===== src/rtl/uart_rx_pkg.sv =====
// Shared types and constants for the UART receive control slice.
package uart_rx_pkg;

  typedef enum logic [2:0] {
    IDLE,
    START,
    RECEIVE,
    STOP_CHK,
    LOAD
  } rcv_state_t;

  localparam int RX_DATA_WIDTH = 8;

  // Idle serial line reads as all ones; the buffer powers up showing that pattern.
  localparam logic [63:0] RX_IDLE_DATA = '1;

endpackage


===== src/rtl/rcv_pkt_ctrl_if.sv =====
// Bundles the receiver front-end and host handshake signals of rcv_pkt_ctrl.
interface rcv_pkt_ctrl_if #(
    parameter int DATA_WIDTH = 8
);

    logic                  start_bit_detected;
    logic                  packet_done;
    logic                  stop_bit;
    logic [DATA_WIDTH-1:0] packet_data;
    logic                  data_read;
    logic                  sbc_clear;
    logic                  enable_timer;
    logic [DATA_WIDTH-1:0] rx_data;
    logic                  data_ready;
    logic                  overrun_error;
    logic                  framing_error;

    // master: the receive controller itself
    modport master (
        input  start_bit_detected,
        input  packet_done,
        input  stop_bit,
        input  packet_data,
        input  data_read,
        output sbc_clear,
        output enable_timer,
        output rx_data,
        output data_ready,
        output overrun_error,
        output framing_error
    );

    // slave: shift register, timer and host surrounding the controller
    modport slave (
        output start_bit_detected,
        output packet_done,
        output stop_bit,
        output packet_data,
        output data_read,
        input  sbc_clear,
        input  enable_timer,
        input  rx_data,
        input  data_ready,
        input  overrun_error,
        input  framing_error
    );

endinterface


===== src/rtl/rx_data_buff.sv =====
// Host-visible receive buffer: holds the last good byte plus the ready/overrun handshake.
module rx_data_buff
    import uart_rx_pkg::*;
#(
    parameter int DATA_WIDTH = RX_DATA_WIDTH
) (
    input  logic                  clk,
    input  logic                  n_rst,
    input  logic                  load_buffer,
    input  logic [DATA_WIDTH-1:0] packet_data,
    input  logic                  data_read,
    output logic [DATA_WIDTH-1:0] rx_data,
    output logic                  data_ready,
    output logic                  overrun_error
);

    logic [DATA_WIDTH-1:0] rx_data_q, rx_data_d;
    logic                  data_ready_q, data_ready_d;
    logic                  overrun_error_q, overrun_error_d;

    always_comb begin
        rx_data_d       = rx_data_q;
        data_ready_d    = data_ready_q;
        overrun_error_d = overrun_error_q;
        if (load_buffer) begin
            rx_data_d    = packet_data;
            data_ready_d = 1'b1;
            // A read in the load cycle consumes the old byte, so nothing was lost.
            if (data_read) begin
                overrun_error_d = 1'b0;
            end else if (data_ready_q) begin
                overrun_error_d = 1'b1;
            end
        end else if (data_read && data_ready_q) begin
            data_ready_d    = 1'b0;
            overrun_error_d = 1'b0;
        end
    end

    always_ff @(posedge clk or negedge n_rst) begin
        if (!n_rst) begin
            rx_data_q       <= RX_IDLE_DATA[DATA_WIDTH-1:0];
            data_ready_q    <= 1'b0;
            overrun_error_q <= 1'b0;
        end else begin
            rx_data_q       <= rx_data_d;
            data_ready_q    <= data_ready_d;
            overrun_error_q <= overrun_error_d;
        end
    end

    assign rx_data       = rx_data_q;
    assign data_ready    = data_ready_q;
    assign overrun_error = overrun_error_q;

endmodule


===== src/rtl/rcv_pkt_ctrl.sv =====
// UART receive packet sequencer: start -> clear -> receive -> stop check -> load or framing error.
module rcv_pkt_ctrl
    import uart_rx_pkg::*;
#(
    parameter int DATA_WIDTH = RX_DATA_WIDTH
) (
    input logic            clk,
    input logic            n_rst,
    rcv_pkt_ctrl_if.master bus
);

    rcv_state_t state_q, state_d;
    logic       sbc_clear_q, sbc_clear_d;
    logic       enable_timer_q, enable_timer_d;
    logic       load_buffer_q, load_buffer_d;
    logic       framing_error_q, framing_error_d;

    always_comb begin
        state_d = state_q;
        case (state_q)
            IDLE:     if (bus.start_bit_detected) state_d = START;
            START:    state_d = RECEIVE;
            RECEIVE:  if (bus.packet_done) state_d = STOP_CHK;
            STOP_CHK: state_d = bus.stop_bit ? LOAD : IDLE;
            LOAD:     state_d = IDLE;
            default:  state_d = IDLE;
        endcase
    end

    // Outputs are decoded from the next state so they are registered yet still
    // line up with the cycle the FSM spends in each state.
    always_comb begin
        sbc_clear_d     = (state_d == START);
        enable_timer_d  = (state_d == RECEIVE);
        load_buffer_d   = (state_d == LOAD);
        framing_error_d = framing_error_q;
        if (state_d == START) begin
            framing_error_d = 1'b0;
        end else if ((state_q == STOP_CHK) && !bus.stop_bit) begin
            framing_error_d = 1'b1;
        end
    end

    always_ff @(posedge clk or negedge n_rst) begin
        if (!n_rst) begin
            state_q         <= IDLE;
            sbc_clear_q     <= 1'b0;
            enable_timer_q  <= 1'b0;
            load_buffer_q   <= 1'b0;
            framing_error_q <= 1'b0;
        end else begin
            state_q         <= state_d;
            sbc_clear_q     <= sbc_clear_d;
            enable_timer_q  <= enable_timer_d;
            load_buffer_q   <= load_buffer_d;
            framing_error_q <= framing_error_d;
        end
    end

    assign bus.sbc_clear     = sbc_clear_q;
    assign bus.enable_timer  = enable_timer_q;
    assign bus.framing_error = framing_error_q;

    rx_data_buff #(
        .DATA_WIDTH(DATA_WIDTH)
    ) u_rx_data_buff (
        .clk          (clk),
        .n_rst        (n_rst),
        .load_buffer  (load_buffer_q),
        .packet_data  (bus.packet_data),
        .data_read    (bus.data_read),
        .rx_data      (bus.rx_data),
        .data_ready   (bus.data_ready),
        .overrun_error(bus.overrun_error)
    );

endmodule


===== src/flat_wrapper.sv =====
// flat-port wrapper written by rule: the top's interface ports become plain ports
module rcv_pkt_ctrl_flat import uart_rx_pkg::*;
#(
    parameter int DATA_WIDTH = RX_DATA_WIDTH
)
  (clk, n_rst, bus_start_bit_detected, bus_packet_done, bus_stop_bit, bus_packet_data, bus_data_read, bus_sbc_clear, bus_enable_timer, bus_rx_data, bus_data_ready, bus_overrun_error, bus_framing_error);
  rcv_pkt_ctrl_if #(.DATA_WIDTH(DATA_WIDTH)) bus_i ();
  input logic clk;
  input logic n_rst;
  input wire logic [$bits(bus_i.start_bit_detected)-1:0] bus_start_bit_detected;
  input wire logic [$bits(bus_i.packet_done)-1:0] bus_packet_done;
  input wire logic [$bits(bus_i.stop_bit)-1:0] bus_stop_bit;
  input wire logic [$bits(bus_i.packet_data)-1:0] bus_packet_data;
  input wire logic [$bits(bus_i.data_read)-1:0] bus_data_read;
  output wire logic [$bits(bus_i.sbc_clear)-1:0] bus_sbc_clear;
  output wire logic [$bits(bus_i.enable_timer)-1:0] bus_enable_timer;
  output wire logic [$bits(bus_i.rx_data)-1:0] bus_rx_data;
  output wire logic [$bits(bus_i.data_ready)-1:0] bus_data_ready;
  output wire logic [$bits(bus_i.overrun_error)-1:0] bus_overrun_error;
  output wire logic [$bits(bus_i.framing_error)-1:0] bus_framing_error;
  assign bus_i.start_bit_detected = bus_start_bit_detected;
  assign bus_i.packet_done = bus_packet_done;
  assign bus_i.stop_bit = bus_stop_bit;
  assign bus_i.packet_data = bus_packet_data;
  assign bus_i.data_read = bus_data_read;
  assign bus_sbc_clear = bus_i.sbc_clear;
  assign bus_enable_timer = bus_i.enable_timer;
  assign bus_rx_data = bus_i.rx_data;
  assign bus_data_ready = bus_i.data_ready;
  assign bus_overrun_error = bus_i.overrun_error;
  assign bus_framing_error = bus_i.framing_error;
  rcv_pkt_ctrl #(.DATA_WIDTH(DATA_WIDTH)) u_core (.clk(clk), .n_rst(n_rst), .bus(bus_i));
endmodule

===== config.mk =====
export PLATFORM = sky130hd
export DESIGN_NAME = rcv_pkt_ctrl_flat
export DESIGN_NICKNAME = d
export VERILOG_FILES = /design/src/rtl/uart_rx_pkg.sv /design/src/rtl/rcv_pkt_ctrl_if.sv /design/src/rtl/rx_data_buff.sv /design/src/rtl/rcv_pkt_ctrl.sv /design/src/flat_wrapper.sv
export SDC_FILE = /design/constraint.sdc
export NUM_CORES = 1
export LEC_CHECK = 0
export CORE_ASPECT_RATIO = 0.8
export CORE_MARGIN = 2
export CORE_UTILIZATION = 40
export DETAILED_ROUTE_END_ITERATION = 12
export PLACE_DENSITY = 0.83
export SLEW_MARGIN = 20
export SYNTH_ARGS = -nofsm -noshare
export SYNTH_HDL_FRONTEND = slang
export SYNTH_SLANG_ARGS = --single-unit

===== constraint.sdc =====
create_clock -name clk -period 1.4 [get_ports clk]
set_input_delay 0.21 -clock clk [delete_from_list [all_inputs] [get_ports clk]]
set_output_delay 0.21 -clock clk [all_outputs]
set_load 0.01 [all_outputs]

**Yosys cells after proc, flatten, opt, wreduce, memory -nomap -nowiden**

Index checks and enable logic that the tools add are counted.

- Flip-flop bits (word level): 17
- Input bits: 14
- Logic and storage cells: 33

- Eq/ne operators: 7
- Mux-type cells: 11
- Reduce and logical (&&, ||, !) cells: 7

Operators with widths:

| kind | count |
|---|---|
| $pmux 3 s4 | 1 |
| $eq 3x2->1 const B | 3 |
| $mux 3 | 3 |
| $mux 1 | 7 |
| $eq 3x1->1 const B | 2 |
| $reduce_bool 2->1 | 2 |
| $eq 3x3->1 const B | 1 |
| $logic_not 3->1 | 1 |
| $ne 3x3->1 const B | 1 |
| $logic_and 1x1->1 | 2 |
| $reduce_and 2->1 | 1 |
| $logic_not 1->1 | 1 |

**Logic depth before layout (Yosys ltp)**

- Word-level depth: 4
- Gate-level depth with buffers: 3

**Modules after synthesis**

From an unflattened synthesis, not the netlist that was laid out.

- Cell total of the unflattened synthesis: 46
- Area, all modules: 705.7 um2

By module, submodules not included:

| module | instances | cells an instance | area each (um2) |
|---|---|---|---|
| rx_data_buff | 1 | 24 | 417.9 |
| rcv_pkt_ctrl | 1 | 22 | 287.8 |

**Worst setup path before layout**

OpenSTA, ideal clock, no wires.

- Kind: flip-flop to flip-flop
- From: register u_core.state_q[0]
- To: register u_core.enable_timer_q (netlist: u_core.bus.enable_timer)
- Library setup time: 0.073 ns
- Arrival: 0.922 ns
- Setup slack: 0.405 ns
- Cell stages (with the launch flop): 3
- Period minus slack after synthesis: 0.995 ns
- Path through: dfrtp_1 or3b_1 a21oi_2

- Cells in the longest elaborated chain, start to end: 3

Ends and longest elaborated chain:

| item | line | source |
|---|---|---|
| start: declaration | rcv_pkt_ctrl.sv:12 | `rcv_state_t state_q, state_d;` |
| start signal: assignment | rcv_pkt_ctrl.sv:52 | `state_q <= state_d;` |
| $eq 3x2->1 (tied with other cells) | rcv_pkt_ctrl.sv:20 | `case (state_q)` |
| $pmux 3 s4 * | rcv_pkt_ctrl.sv:20 |  |
| $eq 3x2->1 * | rcv_pkt_ctrl.sv:34 | `enable_timer_d = (state_d == RECEIVE);` |
| named net u_core.enable_timer_d | rcv_pkt_ctrl.sv:14 | `logic enable_timer_q, enable_timer_d;` |
| end signal: assignment | rcv_pkt_ctrl.sv:54 | `enable_timer_q <= enable_timer_d;` |
| end: declaration | rcv_pkt_ctrl.sv:14 |  |

Mark *: on every way through the listed nets, which the timed path passes. The rest lies on a longest branch.
A chain may end at the register's enable or synchronous reset.

**Final worst setup path**

- From: register u_core.u_rx_data_buff.rx_data_q[4] (netlist: u_core.u_rx_data_buff.rx_data[4])
- To: output bus_rx_data[4]

RTL lines:

| item | line | source |
|---|---|---|
| start: declaration | rx_data_buff.sv:17 | `logic [DATA_WIDTH-1:0] rx_data_q, rx_data_d;` |
| start signal: assignment | rx_data_buff.sv:42 | `rx_data_q <= RX_IDLE_DATA[DATA_WIDTH-1:0];` |
| start signal: assignment | rx_data_buff.sv:46 | `rx_data_q <= rx_data_d;` |
| end: declaration | flat_wrapper.sv:17 | `output wire logic [$bits(bus_i.rx_data)-1:0] bus_rx_data;` |

No word-level cell between the ends.

==> metrics.yaml <==
route:
  drt_wl_total_mm: 1.22
  via_per_inst: 4.80
  avgRoutedWirePerCell_um: 12.5
  firstDrtPassIters: 2
  wl_met2_um: 587
  ant_nets: 0
  drc: 0
  m1WireLength_um: 540
  vias: 470
  drt_first_iter_violations: 1
  dr.max_layer_used: "met3"
  dr_wl_met3_um: 94
placement:
  placed_cell_area_sq_um: 962
  dp_hpwl_um: 949
  globalplace.congestion: 0.654
  place_inst: 94
  port_buffers: 26
  dpl_worst_slack_ns: 0.150
clock_tree:
  htree_levels: 1
  clkTransAtPathRegs_ns: 0.09
  postCtsSetupBuffers: 0
  cts.sink_count: 17
  cts_buffers: 3
  cts.path.max_buffers: 2
  clk_latency_ns: 0.27
  cts_root_buffer: "clkbuf_4"
  cts_tree: "done"
timing:
  finalSetupViolCount: 0
  drv_slew: 0
  rsz0062_at_grt: "no"
  fin_setup_tns_ns: 0
  fin_ws_ns: 0.120
  period_needed_ns: 1.28
  maxSlewHeadroom: 0.734
  fmax_ghz: 0.782
  skew_ns: 0.00175
  worst_pin_slew_ns: 0.399
  period_share: 0.914
  hold_violations: 0
synthesis:
  synth_top_family_by_area: "multiplexers"
  synth_nets: 60
  ys.warnings.count: 0
  yosys-top-cells-area: "dfrtp_1 (34%), dfstp_2 (31%), mux2_2 (13%)"
  synth_fa_ha_area_frac: 0
  synth-edff-count: 0
  synthSimpleGateAreaFrac: 0.121
  synth_xor_area_frac: 0
  synth_top_cell_by_area: "dfrtp_1"
  netlist.area_leader.share: 0.335
  syn_avg_cell_area_sq_um: 14.6
  muxShareOfSynthArea: 0.149
  synth-async-reset-ratio: 1.00
  ys_types: 21
  postSynthCellCount: 46
  syn_area_sq_um: 672
  synth-seq-area-share: 0.648
  synth_compound_area_frac: 0.0633
  ys_top_cells_by_count: "dfrtp_1 (9), dfstp_2 (8), mux2_2 (8)"
  synth_most_common_cell: "dfrtp_1"
  synth-seq-cells: 17
  synthFlopType: "dfrtp_1"
global_routing:
  grt_antenna_before_repair: 0
  gr-usage-all-layers: 0.146
  grt_pass1_vias: 451
  grt_max_degree: 15
  grt_pass1_wl_mm: 2.12
  gr-total-overflow: 0
power_and_ir_drop:
  switching_share: 0.301
  power.internal_mw: 1.31
  p_sw_mw: 0.565
  seqPwrFrac: 0.504
  vdd_drop_max_mv: 0.898
  power.share.clock: 0.133
  powerDensity_mw_per_mm2: 1910
  leakage_nw: 0.465
  combPwrFrac: 0.362
critical_path:
  critical-path-top-delay-family: "flip-flops"
  cp_max_fo: 2
  critPathSlowestCell: "dfstp_2"
  crit_arrival_ns: 1.07
  start_kind: "register"
  max_stage_delay_ns: 0.54
  cp.buffers_inverters: 1
  worstPathCellList: "dlygate4sd2_1"
  cp_data_required_time_ns: 1.19
  cp-end-kind: "primary output"
  crit_type: "reg2out"
final_layout:
  drive_gt1_frac: 0.276
  fin_cells: 98
  fin_util: 0.615
  final_area_sq_um: 980
  antenna_cells: 0
  fin_nets: 91
  syn_to_final_growth_pct: 45.8
outcome:
  status: "completed"
worst_hold_path:
  hp-class: "in2async"
die:
  dieHeight_um: 40.7
  die_area_sq_mm: 0.00203
  start_util: 0.422
  num_rows: 13
  die_x_um: 49.8
  top_level_ports: 27
  core_sq_mm: 0.00159
run:
  cap_viol_max_count: 0
[metal layers]
layer / vias to the layer above / GRT usage
met2: 20 / 0.250
met3: 0 / 0.0401
li1: 222 / -
met1: 228 / 0.188
met4: 0 / 0.0417
met5: - / 0
[logic make-up (layout without fill, tap and decap cells)]
logic type             Yosys count  after routing
DFF                             17             17
and+or+nand+nor                 11             11
muxes                            9              9
AOI/OAI and AO/OA                6              6
buffers and inverters            3             33
[stage by stage]
stage	total power [mW]	hold slack (ns)
6_report	1.87	0.333
5_1_grt	2.01	0.350
4_1_cts	1.91	0.340
3_5_place_dp	1.77	0.511
3_3_place_gp	1.73	0.500
2_1_floorplan	1.32	-0.0856
[worst reg2reg max path, stage by stage, from the launching register on]
cell and delay [ns]:
dfrtp_1 0.49, or3b_1 0.39, a21oi_2 0.13
[area by class of cell]
cell class                 instances  area (sq um)
fill                             144           614
sequential                        17           435
timing repair buffer              27           259
multi-input combinational         26           224
tap                               22          27.5
clock buffer                       4          26.3
inverter                           2          7.51
[power groups by stage]
stage | clock network, mW | logic, mW | registers (mW)
after floorplan | 0 | 0.295 | 1.02
after global placement | 0 | 0.781 | 0.952
after detailed placement | 0 | 0.807 | 0.963
after CTS | 0.258 | 0.697 | 0.950
after global routing | 0.274 | 0.745 | 0.993
final | 0.250 | 0.679 | 0.945
[flip-flops by register name, indices dropped and copies added (netlist names)]
register / flops
u_core.bus.framing_error: 1
u_core.state_q: 3
u_core.u_rx_data_buff.rx_data: 8
u_core.bus.sbc_clear: 1
u_core.u_rx_data_buff.data_ready: 1
u_core.bus.enable_timer: 1
u_core.u_rx_data_buff.overrun_error: 1
u_core.load_buffer_q: 1
[path summary, 6_finish.rpt]
kind | startpoint | end | slack [ns] | cells past startpoint
setup / recovery | u_core.u_rx_data_buff.rx_data[4]$_DFFE_PN1P_ | bus_rx_data[4] | 0.12 | 1
hold / removal | n_rst | u_core.u_rx_data_buff.rx_data[5]$_DFFE_PN1P_ | 0.33 | 1
setup reg to reg | u_core.state_q[1]$_DFF_PN0_ | u_core.bus.enable_timer$_DFF_PN0_ | 0.33 | 2
hold reg to reg | u_core.state_q[2]$_DFF_PN0_ | u_core.bus.enable_timer$_DFF_PN0_ | 0.53 | 1
max in group asynchronous | n_rst | u_core.u_rx_data_buff.rx_data[2]$_DFFE_PN1P_ | 0.79 | 2
min in group clk | bus_data_read | u_core.u_rx_data_buff.overrun_error$_DFFE_PN0P_ | 0.53 | 2
[placed cells by master, fill, tap and decap left out]
cell type	n
clkdlybuf4s50_1	13
dlygate4sd2_1	11
dfrtp_1	9
mux2_2	8
dfstp_2	8
clkbuf_4	3
a21oi_1	2
and4b_1	2
inv_1	2
dlymetal6s2s_1	2
nand2b_1	1
or2b_1	1
mux2i_1	1
nor3_1	1
nor3b_1	1
and2b_1	1
or3b_1	1
a21oi_2	1
nor2_1	1
o2bb2ai_1	1
nand4bb_1	1
nand2_1	1
o211ai_1	1
a21o_1	1
clkbuf_1	1
buf_4	1
[what timing repair did]
item / 4_1_cts / 5_1_grt
setup endpoints to repair: 11 / 2
gates cloned: 0 / 0
gates resized for setup: 11 / 2
hold buffers: 0 / 0
No activity file was read; power rests on OpenSTA's default activity.
